File: src/rtl/wb_arbiter_pkg.sv
// Shared CPU definitions for the writeback path:
// data width, register address width and channel encoding.
package wb_arbiter_pkg;

  localparam int XLEN = 32;
  localparam int RAW  = 5;

  localparam int CH_LD  = 0;
  localparam int CH_ALU = 1;

  typedef logic [RAW-1:0] reg_addr_t;

endpackage

File: src/rtl/rr_arb2.sv
// Two-way round-robin arbiter; priority flips only
// when both requests were present and the enable is high.
module rr_arb2
  import wb_arbiter_pkg::*;
(
  input  logic       clk,
  input  logic       rst_n,
  input  logic [1:0] i_req,
  input  logic       i_en,
  output logic [1:0] o_gnt
);

  logic r_prio;
  logic w_both;

  assign w_both = &i_req;

  always_comb begin
    o_gnt = i_req;
    if (w_both) begin
      o_gnt = r_prio ? 2'b10 : 2'b01;
    end
  end

  // r_prio holds the index of the channel favoured next contention
  always_ff @(posedge clk) begin
    if (!rst_n) begin
      r_prio <= 1'(CH_LD);
    end else if (i_en && w_both) begin
      r_prio <= ~r_prio;
    end
  end

endmodule

File: src/rtl/wb_arbiter.sv
// Writeback arbiter: merges ALU and load results onto one
// register-file write port and tracks outstanding writes.
module wb_arbiter
  import wb_arbiter_pkg::*;
#(
  parameter int XLEN = wb_arbiter_pkg::XLEN,
  parameter int NREG = 32
) (
  input  logic            clk,
  input  logic            rst_n,
  input  logic            alu_valid,
  input  logic [RAW-1:0]  alu_rd,
  input  logic [XLEN-1:0] alu_data,
  output logic            alu_ready,
  input  logic            ld_valid,
  input  logic [RAW-1:0]  ld_rd,
  input  logic [XLEN-1:0] ld_data,
  output logic            ld_ready,
  input  logic            iss_valid,
  input  logic [RAW-1:0]  iss_rd,
  output logic [NREG-1:0] pending,
  output logic            rf_we,
  output logic [RAW-1:0]  rf_wa,
  output logic [XLEN-1:0] rf_wd,
  output logic [31:0]     wb_count
);

  logic [1:0]      w_req;
  logic [1:0]      w_gnt;
  logic            w_take;
  logic            w_commit;
  logic [RAW-1:0]  w_rd;
  logic [XLEN-1:0] w_wd;
  logic [NREG-1:0] w_clr;
  logic [NREG-1:0] w_set;
  logic [NREG-1:0] w_pend_nxt;

  logic            r_rf_we;
  logic [RAW-1:0]  r_rf_wa;
  logic [XLEN-1:0] r_rf_wd;
  logic [NREG-1:0] r_pending;
  logic [31:0]     r_wb_count;

  // requests are masked in reset so no grant can leak out
  assign w_req[CH_LD]  = ld_valid  & rst_n;
  assign w_req[CH_ALU] = alu_valid & rst_n;

  rr_arb2 u_rr (
    .clk   (clk),
    .rst_n (rst_n),
    .i_req (w_req),
    .i_en  (w_take),
    .o_gnt (w_gnt)
  );

  assign ld_ready  = w_gnt[CH_LD];
  assign alu_ready = w_gnt[CH_ALU];

  assign w_take   = |w_gnt;
  assign w_rd     = w_gnt[CH_ALU] ? alu_rd : ld_rd;
  assign w_wd     = w_gnt[CH_ALU] ? alu_data : ld_data;
  assign w_commit = w_take && (w_rd != '0);

  always_comb begin
    w_clr = '0;
    w_set = '0;
    if (w_commit) begin
      w_clr = NREG'(1) << w_rd;
    end
    if (iss_valid && (iss_rd != '0)) begin
      w_set = NREG'(1) << iss_rd;
    end
    // set applied after clear so a same-cycle reissue wins
    w_pend_nxt    = (r_pending & ~w_clr) | w_set;
    w_pend_nxt[0] = 1'b0;
  end

  always_ff @(posedge clk) begin
    if (!rst_n) begin
      r_rf_we    <= 1'b0;
      r_rf_wa    <= '0;
      r_rf_wd    <= '0;
      r_pending  <= '0;
      r_wb_count <= '0;
    end else begin
      r_rf_we   <= w_commit;
      r_pending <= w_pend_nxt;
      if (w_commit) begin
        r_rf_wa    <= w_rd;
        r_rf_wd    <= w_wd;
        r_wb_count <= r_wb_count + 32'd1;
      end
    end
  end

  assign rf_we    = r_rf_we;
  assign rf_wa    = r_rf_wa;
  assign rf_wd    = r_rf_wd;
  assign pending  = r_pending;
  assign wb_count = r_wb_count;

endmodule

File: config.mk
export PLATFORM = sky130hd
export DESIGN_NAME = wb_arbiter
export DESIGN_NICKNAME = d
export VERILOG_FILES = /design/src/rtl/wb_arbiter_pkg.sv /design/src/rtl/rr_arb2.sv /design/src/rtl/wb_arbiter.sv
export SDC_FILE = /design/constraint.sdc
export NUM_CORES = 1
export LEC_CHECK = 0
export ABC_AREA = 1
export BUFFER_PORTS_ARGS = -buffer_cell sky130_fd_sc_hd__buf_2
export CELL_PAD_IN_SITES_DETAIL_PLACEMENT = 1
export CELL_PAD_IN_SITES_GLOBAL_PLACEMENT = 2
export CORE_ASPECT_RATIO = 1.4
export CORE_UTILIZATION = 28
export DETAILED_ROUTE_END_ITERATION = 8
export PLACE_DENSITY = 0.86
export SYNTH_ARGS = -nofsm -noshare
export SYNTH_HDL_FRONTEND = slang
export SYNTH_SLANG_ARGS = --single-unit
File: constraint.sdc
create_clock -name clk -period 5.2 [get_ports clk]
set_input_delay 0 -clock clk [delete_from_list [all_inputs] [get_ports clk]]
set_output_delay 0 -clock clk [all_outputs]
set_load 0.01 [all_outputs]
Yosys cells after proc, flatten, opt, wreduce, memory -nomap -nowiden
Cells that the tools add are included. W data, S select, Z words.

Flip-flop bits (word level): 103. Output and inout bits: 104. Input port bits: 84.

Reductions and logical operators: 7. $add $sub $neg: 1. Mux-type cells: 6. Shift operators: 2. Bitwise gates (word level): 6.

Operators with widths (count): $mux W32 (3); $shl A1 B5 Y32 const A (2); $add A32 B1 Y32 const B (1); $and A32 B32 Y32 (1); $not A32 Y32 (1); $or A32 B32 Y32 (1); $reduce_bool A5 Y1 (2); $mux W5 (1); $mux W2 (2); $logic_and A1 B1 Y1 (3); $and A1 B1 Y1 (2); $reduce_and A2 Y1 (1); $reduce_or A2 Y1 (1); $not A1 Y1 (1).

Depth between registers and ports, before layout
Depth after elaboration: 10. Depth in mapped cells: 15. Gate-level depth less buffers: 12.

Cells and area by module
Synthesis repeated with hierarchy kept, for this count alone.

Cells, all modules: 815. Area, all modules: 5129.9 um^2.

Modules (own cells, without submodules): wb_arbiter (instances 1, cells each 804, area an instance 5062.4 um^2); rr_arb2 (instances 1, cells each 11, area an instance 67.6 um^2).

Worst setup path before layout
OpenSTA, ideal clock, no wires.

Kind: flip-flop to flip-flop. From: register u_rr.r_prio. To: register r_wb_count[21] (netlist: wb_count[21]). Data arrival time: 1.604 ns. Slack: 3.452 ns. Clock period less this slack: 1.748 ns. Buffers on the path: 2. Stages on the path, launching flop included: 12. Data required time: 5.057 ns. Cell sequence: dfxtp_1 -> inv_1 -> a21oi_4 -> nand2_1 -> nand2_1 -> nand3_2 -> nor2_1 -> nor2_1 -> buf_4 -> buf_2 -> nand2_1 -> a21oi_2.

Cells in the longest elaborated chain, start to end: 5.

RTL lines: start, declared (RTL line rr_arb2.sv:13) `logic r_prio;`; start signal, assigned (RTL line rr_arb2.sv:28) `r_prio <= 1'(CH_LD);`; start signal, assigned (RTL line rr_arb2.sv:30) `r_prio <= ~r_prio;`; $mux W2 * (RTL line rr_arb2.sv:21) `o_gnt = r_prio ? 2'b10 : 2'b01;`; $mux W2 * (RTL line rr_arb2.sv:20) `if (w_both) begin`; $mux W5 (RTL line wb_arbiter.sv:60) `assign w_rd = w_gnt[CH_ALU] ? alu_rd : ld_rd;`; $reduce_bool A5 Y1 (RTL line wb_arbiter.sv:62) `assign w_commit = w_take && (w_rd != '0);`; $logic_and A1 B1 Y1 * (RTL line wb_arbiter.sv:62); end signal, assigned (RTL line wb_arbiter.sv:91) `r_wb_count <= r_wb_count + 32'd1;`; end, declared (RTL line wb_arbiter.sv:42) `logic [31:0] r_wb_count;`.

Mark *: on every way between the ends. The rest lies on a longest branch, timed or not. A chain may end at the register's enable or synchronous reset.

Worst setup path in the final report
From: register u_rr.r_prio. To: register r_wb_count[0] (netlist: wb_count[0]).

The elaborated chain is that of the path after synthesis.

==> metrics <==
hold_sp ld_data[17]; critical path type flop to flop; Yosys top cell by area dfxtp_1; critical path launch point u_rr.r_prio$_SDFFE_PN0P_; Die Y 166 um; Final ANT Viol Nets 0; Worst path slowest cell buf_4; share of layout cells above drive strength 1 26.4%; fin nets 1066; Iter 0 DRT Violations 232; RSZ-0062 raised after global routing no; Yosys top cell area share 38.1%; Yosys reg bits 102; top_reg_cell synth dfxtp_1; Clock Skew 0.00976 ns; top cells by area, synth dfxtp_1 38%, nand2_1 17%, nor2_1 8.8%; RD Place Congestion 0.883; core area 0.0187 mm^2; initial core utilization 28.7%; setup_tns 0 ns; Mapped Cells 804; Slew @ Worst Pin 0.951 ns; WL final 18.7 mm; CP startpoint kind flop; Final Hold Vio Count 0; sequential area share after synthesis 38.1%; VDD IR max 138 uV; Fin Hold WS 0.00820 ns; Rel. slew slack 36.4%; H-tree levels 3; Ys Warns 0; Final Instance Count excl. Fillers 1231; Max Slew Vio Count 0; clock sinks 102; clock slew at reported path FFs 0.07 ns; Yosys cell types 31; CP Capture Type flop; Longest Clk Path Bufs 2; Data arrival, critical path 3.04 ns; CTS tree done; Setup Viol. Count Final 0; R2R Path Start u_rr.r_prio$_SDFFE_PN0P_; Die X 119 um; Placed Instances 1199; crit-path leading delay family buffers and inverters; first-pass GRT wire length 29.9 mm; CP required 5.40 ns; fillcell total 2462; Final Cycle Share 54.6%; EDFF count, synth 0; IO Port Bufs 186; final core occ 37.0%; overflow left after global routing 0; fin crit period 2.84 ns; number of global-route vias before repair 5871; Setup Fix Bufs, Post-CTS 0; Crit Path Max Fanout 56; CP cell instances inv_1 -> a21oi_4 -> buf_4 -> nand2_1 -> nand2_1 -> nand3_2 -> o21ai_4 -> buf_4 -> xor2_1 -> nor2_1; Leak 3.09 nW; Worst-Skew Late Latency 0.35 ns; # rows 59; via/cell ratio 4.69; Syn-to-layout area delta 29.2%; DRC viols 0; wire length per cell 15.2 um; CTS Buf Count 9; Max-Cap Viols 0; Synth Cell Area 0.00535 mm^2; peak per-stage delay on the critical path 0.61 ns; syn nets 889; largest net degree at the start of global routing 68; Hold WC Path Type primary input to flop; Root Driver clkbuf_16; die area 0.0197 mm^2; IO Count 188; DRT Pass-1 Iters 4; Avg Cell Area, Syn 6.66 um^2; GR Util All Layers 19.5%; DR vias 5774; total power 1.91 mW; Detail Placement HPWL 14.0 mm; Async SR Flop Fraction 0%; Buf/Inv on CP 3; initial antenna violation count 1; highest clock rate 352 MHz; run status finished clean; power per cell area 276 mW/mm^2
sequential cells by signal, summed over array words and instances (netlist names):
name,cells
rf_wd,32
pending,31
u_rr.r_prio,1
rf_wa,5
rf_we,1
wb_count,32
final timing paths:
path	slack (ns)	to	cells past startpoint
worst max-delay path	2.36	wb_count[0]$_SDFFE_PN0P_	10
worst min-delay path	0.008	rf_wd[17]$_SDFFE_PN0P_	5
worst max register to register	2.36	wb_count[0]$_SDFFE_PN0P_	10
worst min register to register	0.46	pending[13]$_SDFF_PN0_	2
cells in the mapped netlist, types with 2 or more instances:
library cell / n
a21oi_1: 45
a21oi_2: 20
buf_1: 2
buf_12: 2
buf_2: 9
buf_4: 6
buf_6: 2
clkbuf_1: 20
clkinv_1: 2
dfxtp_1: 102
inv_1: 37
nand2_1: 243
nand2_2: 23
nand3_1: 32
nand4_1: 10
nor2_1: 126
nor3_1: 20
nor4_1: 3
o21ai_0: 59
o21ai_1: 2
o21ai_2: 2
xnor2_1: 8
xor2_1: 21
layout make-up:
class	count	area, um^2	area share (%)
clock buffer	11	253	3.65
timing repair buffer	207	1130	16.3
antenna	1	2.50	0.0362
tap	244	305	4.41
sequential	102	2040	29.5
inverter	40	150	2.17
clock inverter	5	104	1.50
multi-input combinational	621	2930	42.4
what timing repair did:
action,4_1_cts,5_1_grt
setup endpoints to repair,0,0
endpoints found under the hold margin,13,0
resized for setup,0,0
hold buffers,15,0
layer usage:
layer,GRT usage [%],wire length [um]
met2,37.3,9900
met4,6.39,295
met5,0,10
met3,3.57,711
met1,21.4,7790
cells by family after synthesis:
logic type | count (synthesis) | synth area share (%)
simple gates | 459 | 35.3
compound gates | 131 | 14.3
flops | 102 | 38.1
buf+inv | 81 | 7.20
xor+xnor | 29 | 4.75
fa+ha+maj | 1 | 0.234
other cells | 1 | 0.0701
cell usage in the layout, fill, tap and decap left out, drive strengths merged:
| master | count |
|---|---|
| nand2 | 267 |
| buf | 192 |
| nor2 | 126 |
| dfxtp | 102 |
| a21oi | 66 |
| o21ai | 64 |
| inv | 39 |
| nand3 | 33 |
| xor2 | 21 |
| nor3 | 20 |
| dlygate4sd3 | 15 |
| clkbuf | 11 |
| nand4 | 10 |
| xnor2 | 8 |
| nor4 | 3 |
| bufinv | 3 |
| clkinv | 3 |
| diode | 1 |
| a211oi | 1 |
| ha | 1 |
| conb | 1 |
through the flow:
| stage | setup slack [ns] | cell area (um^2) |
|---|---|---|
| after floorplan | 3.45 | 5350 |
| after global placement | 2.17 | 6410 |
| after detailed placement | 2.12 | 6410 |
| after CTS | 2.29 | 6910 |
| after global routing | 2.05 | 6910 |
| final | 2.36 | 6920 |
worst reg2reg max path: stages, from the launching register on:
cell and delay (ns):
dfxtp_1 0.38, inv_1 0.10, a21oi_4 0.12, buf_4 0.38, nand2_1 0.11, nand2_1 0.24, nand3_2 0.16, o21ai_4 0.32
buf_4 0.61, xor2_1 0.24, nor2_1 0.05
where the power goes:
group | internal [mW] | switching, mW
combinational | 0.0954 | 0.176
sequential | 0.813 | 0.0185
clock | 0.498 | 0.305
total | 1.41 | 0.500
No activity file was read; power rests on OpenSTA's default activity.
